$ cat config.mk
export PLATFORM = sky130hd
export DESIGN_NAME = d_sram_bridge
export DESIGN_NICKNAME = d
export VERILOG_FILES = /design/src/rtl/d_sram_bridge.sv
export SDC_FILE = /design/constraint.sdc
export NUM_CORES = 1
export LEC_CHECK = 0
export BUFFER_PORTS_ARGS = -buffer_cell sky130_fd_sc_hd__buf_2
export CELL_PAD_IN_SITES_DETAIL_PLACEMENT = 1
export CELL_PAD_IN_SITES_GLOBAL_PLACEMENT = 1
export CORE_ASPECT_RATIO = 0.7
export CORE_UTILIZATION = 36
export DETAILED_ROUTE_END_ITERATION = 10
export PLACE_DENSITY = 0.89
export SYNTH_ARGS = -nofsm -noshare
export SYNTH_HDL_FRONTEND = slang
export SYNTH_SLANG_ARGS = --single-unit
$ cat constraint.sdc
create_clock -name clk -period 4.7 [get_ports clk]
set_input_delay 0.94 -clock clk [delete_from_list [all_inputs] [get_ports clk]]
set_output_delay 0.94 -clock clk [all_outputs]
set_load 0.01 [all_outputs]
$ cat src/rtl/d_sram_bridge.sv
// d_sram_bridge: bridges the core's one-cycle data sram port onto a request/handshake sram-like bus
// Ports:
//   clk, rst                      core clock, asynchronous active-high reset
//   data_sram_en/wen/addr/wdata   core M-stage access (wen 0000 = read, store data lane-positioned)
//   data_sram_rdata               registered load data, held until the next read completes
//   hasException, longest_stall   M-stage exception (blocks new starts), global pipeline stall
//   d_stall                       combinational data-side stall back to the core
//   data_req/wr/size/addr/wdata   sram-like request, held from issue until data_addr_ok
//   data_addr_ok, data_data_ok    sram-like address accept and data return / write complete
//   data_rdata                    sram-like read data, valid with data_data_ok
// Option: define D_BRIDGE_ADDR_MAP_EN to strip bits [31:29] from kseg0/kseg1 addresses.
module d_sram_bridge (
  input  logic        clk,
  input  logic        rst,
  input  logic        data_sram_en,
  input  logic [3:0]  data_sram_wen,
  input  logic [31:0] data_sram_addr,
  input  logic [31:0] data_sram_wdata,
  output logic [31:0] data_sram_rdata,
  input  logic        hasException,
  input  logic        longest_stall,
  output logic        d_stall,
  output logic        data_req,
  output logic        data_wr,
  output logic [1:0]  data_size,
  output logic [31:0] data_addr,
  output logic [31:0] data_wdata,
  input  logic        data_addr_ok,
  input  logic        data_data_ok,
  input  logic [31:0] data_rdata
);
  typedef enum logic [1:0] {IDLE, REQ, WAIT, DONE} stateT;
  stateT state;
  logic start;
  logic [1:0] sizeNext, lowNext;
  logic [29:0] addrHi;
  logic unusedAddr;
  assign unusedAddr = ^data_sram_addr[1:0];
  assign start = data_sram_en && !hasException;
  // gated by rst so the core is never stalled while the bridge is held in reset
  assign d_stall = !rst && (state == REQ || state == WAIT || (state == IDLE && start));
  always_comb begin
    sizeNext = (data_sram_wen == 4'b0000 || data_sram_wen == 4'b1111) ? 2'd2 :
               (data_sram_wen == 4'b0011 || data_sram_wen == 4'b1100) ? 2'd1 : 2'd0;
    // byte offset comes from the lowest enabled lane, not from the core address
    lowNext = sizeNext == 2'd2 ? 2'd0 :
              sizeNext == 2'd1 ? {data_sram_wen[3], 1'b0} :
              data_sram_wen[0] ? 2'd0 : data_sram_wen[1] ? 2'd1 : data_sram_wen[2] ? 2'd2 : 2'd3;
`ifdef D_BRIDGE_ADDR_MAP_EN
    addrHi = data_sram_addr[31:30] == 2'b10 ? {3'b000, data_sram_addr[28:2]} : data_sram_addr[31:2];
`else
    addrHi = data_sram_addr[31:2];
`endif
  end
  always_ff @(posedge clk or posedge rst) begin
    if (rst) begin
      state <= IDLE;
      data_req <= 1'b0;
      data_wr <= 1'b0;
      data_size <= 2'd0;
      data_addr <= 32'd0;
      data_wdata <= 32'd0;
      data_sram_rdata <= 32'd0;
    end else begin
      case (state)
        IDLE: if (start) begin
          state <= REQ;
          data_req <= 1'b1;
          data_wr <= |data_sram_wen;
          data_size <= sizeNext;
          data_addr <= {addrHi, lowNext};
          data_wdata <= data_sram_wdata;
        end
        REQ: if (data_addr_ok) begin
          state <= WAIT;
          data_req <= 1'b0;
        end
        WAIT: if (data_data_ok) begin
          state <= DONE;
          if (!data_wr) data_sram_rdata <= data_rdata;
        end
        DONE: if (!longest_stall) state <= IDLE;
        default: state <= IDLE;
      endcase
    end
  end
endmodule

==> impl_metrics.csv <==
group,metric,value,unit
clock_tree,clkTransAtPathRegs,70,ps
logic_synthesis,syn_inst,249,
clock_tree,cts_root_buf,"clkbuf_16",
grt,grt_overflow,0,
logic_synthesis,ys_types,26,
logic_synthesis,synth_most_common_cell,"dfrtp_1",
critical_path,worstPathArrival,1860,ps
clock_tree,cts_buffers,9,
logic_synthesis,synth.net_count,361,
timing,rsz0062_at_grt,"false",
layout,fin_area,5620,µm²
grt,grt_pass1_wl,16000,µm
drt,wl_per_cell,16.6,µm
logic_synthesis,synth_area,4190,µm²
drt,vias_per_cell,4.57,
status,status,"finished, final reports clean",
logic_synthesis,avgSynthCellArea,16.8,µm²
grt,grt.total_usage,0.172,
logic_synthesis,yosysTopAreaCellShare,0.610,
critical_path,worstPathMaxFanout,29,
timing,tightest_slew,923,ps
timing,min_period,2800,ps
timing,relSlewSlack,0.384,
layout,layout.nets,570,
timing,setup_viol,0,
floorplanning,initial_core_util,0.375,
pwr,leakage,3.01,nW
timing,fmax,358,MHz
layout,n_fill_cell,1194,
timing,hold_viol_final,0,
logic_synthesis,yosysWarnings,0,
critical_path,path_class,"reg2out",
grt,grt_pass1_vias,3080,
floorplanning,placementRows,32,
critical_path,cp.required,3760,ps
logic_synthesis,synth_edf_count,0,
grt,antenna_found_initial,0,
drt,initialDrtViolationCount,44,
clock_tree,cts_setup_buffers,0,
clock_tree,cts_resized,0,
clock_tree,tritoncts,"yes",
clock_tree,clkSinkCount,102,
drt,vias,2814,
pwr,ir_drop,238,µV
timing,fin_hold_ws,478,ps
floorplanning,core_area,11200,µm²
critical_path,cp-end-kind,"output port",
floorplanning,ios,208,
grt,grt_max_degree,76,
floorplanning,die_h,92.2,µm
placement,dp_hpwl,7900,µm
layout,area_delta_synth_final,34.3,%
logic_synthesis,ys_seq_elements,102,
drt,antenna_left,0,
min_path,hold_class,"reg2reg",
drt,drt-pass1-iter-count,4,
logic_synthesis,synthArstFlopShare,1.00,
flow_run,drv_cap,0,
clock_tree,htree_levels,3,
placement,routabilityCongestion,0.744,
layout,antennaDiodeCount,0,
clock_tree,clock_path_buffers,2,
drt,drc_errors,0,
timing,tns,0,ps
clock_tree,clk_latency,330,ps
floorplanning,dieArea,12100,µm²
logic_synthesis,yosys.area.top_type,"dfrtp_1",
timing,slew_viol_final,0,
drt,routed_wl,10200,µm
pwr,p_per_area,681,nW/µm²
timing,skew,5.38,ps
placement,portBuffers,205,
logic_synthesis,yosysSeqAreaShare,0.610,
floorplanning,die_w,131,µm
layout,fin_cells,616,
logic_synthesis,synth_common_cells,"dfrtp_1, mux2_4, mux2_2",
logic_synthesis,yosys-top-cells-area,"dfrtp_1, mux2_4, mux2_2",
critical_path,cp-start-kind,"flip-flop",
placement,dp_cells,600,
timing,final.period_utilization,0.595,
placement,postPlaceCellArea,5340,µm²
logic_synthesis,synth_top_flop_cell,"dfrtp_1",
layout,layout-drive-gt1-share,0.693,
clock_tree,holdBufCountCts,0,
## where the power goes
group	leakage (nW)	internal [W]	switching, W	total, W
clock	0.129	0.000363	0.000323	0.000687
sequential	1.23	0.00132	0.000235	0.00156
combinational	1.65	0.000873	0.000709	0.00158
total	3.01	0.00256	0.00127	0.00382
## path summary, 6_finish.rpt
check                                         startpoint                        end  slack (ps)  cells past startpoint
worst max-delay path                state[0]$_DFFE_PP0P_                    d_stall        1900                      6
worst min-delay path            data_addr[0]$_DFFE_PP0P_   data_addr[0]$_DFFE_PP0P_         480                      2
worst max register to register      state[0]$_DFFE_PP0P_  data_addr[30]$_DFFE_PP0P_        2150                      6
worst min register to register  data_addr[0]$_DFFE_PP0P_   data_addr[0]$_DFFE_PP0P_         480                      2
max in group asynchronous                            rst  data_wdata[0]$_DFFE_PP0P_        2950                      3
min in group asynchronous                            rst       data_req$_DFFE_PP0P_         820                      2
## flip-flops by register name, indices dropped and copies added, names as in the netlist
| signal | cells |
|---|---|
| data_addr | 32 |
| data_sram_rdata | 32 |
| data_wdata | 32 |
| data_size | 2 |
| state | 2 |
| data_req | 1 |
| data_wr | 1 |
## metrics by stage
stage          total power [W]  utilization  setup slack, ps
6_report               0.00382        0.503             1900
3_5_place_dp           0.00318        0.478             1890
3_3_place_gp           0.00307        0.478             1960
4_1_cts                0.00389        0.503             1860
2_1_floorplan          0.00250            -             1080
5_1_grt                0.00407        0.503             1760
## kinds of logic after synthesis
kind of cell	Yosys count	synth area share
compound gates	11	0.0230
fa+ha+maj	5	0.0149
mux	96	0.301
simple gates	18	0.0242
flops	102	0.610
buf+inv	17	0.0272
## per-layer routing
layer	share of wire	global-route usage	up-vias
met5	0	0	-
met4	0.0064	0.0316	0
met3	0.080	0.0554	7
met2	0.50	0.303	118
met1	0.41	0.205	1403
li1	-	-	1286
## critical path: stages, from the launching register on
cell      delay (ps)
dfrtp_1          400
inv_1            110
ha_1             270
nand3b_1         100
buf_4            370
a21oi_1          120
buf_2            150
## cell type report
| type | instances | area [µm²] | area share |
|---|---|---|---|
| sequential | 102 | 2550 | 0.454 |
| timing repair buffer | 209 | 1060 | 0.188 |
| tap | 153 | 191 | 0.0341 |
| multi-input combinational | 130 | 1520 | 0.270 |
| inverter | 6 | 25.0 | 0.00445 |
| clock inverter | 6 | 46.3 | 0.00824 |
| clock buffer | 10 | 229 | 0.0407 |
## placed cells by master (no fill, tap or decap), drive strengths merged
master / n
a2bb2oi: 1
dfrtp: 102
o31ai: 1
nor4: 1
nand3b: 2
clkinv: 2
nor4bb: 1
mux2i: 2
clkinvlp: 2
clkbuf: 10
nor2: 3
and2: 1
nand2b: 1
buf: 209
ha: 5
a31oi: 1
a21oi: 2
nor2b: 2
inv: 8
mux2: 94
and4: 1
and3: 1
a2111oi: 1
nand2: 5
o41ai: 1
o21ai: 4
Power figures use the tool's default switching activity.
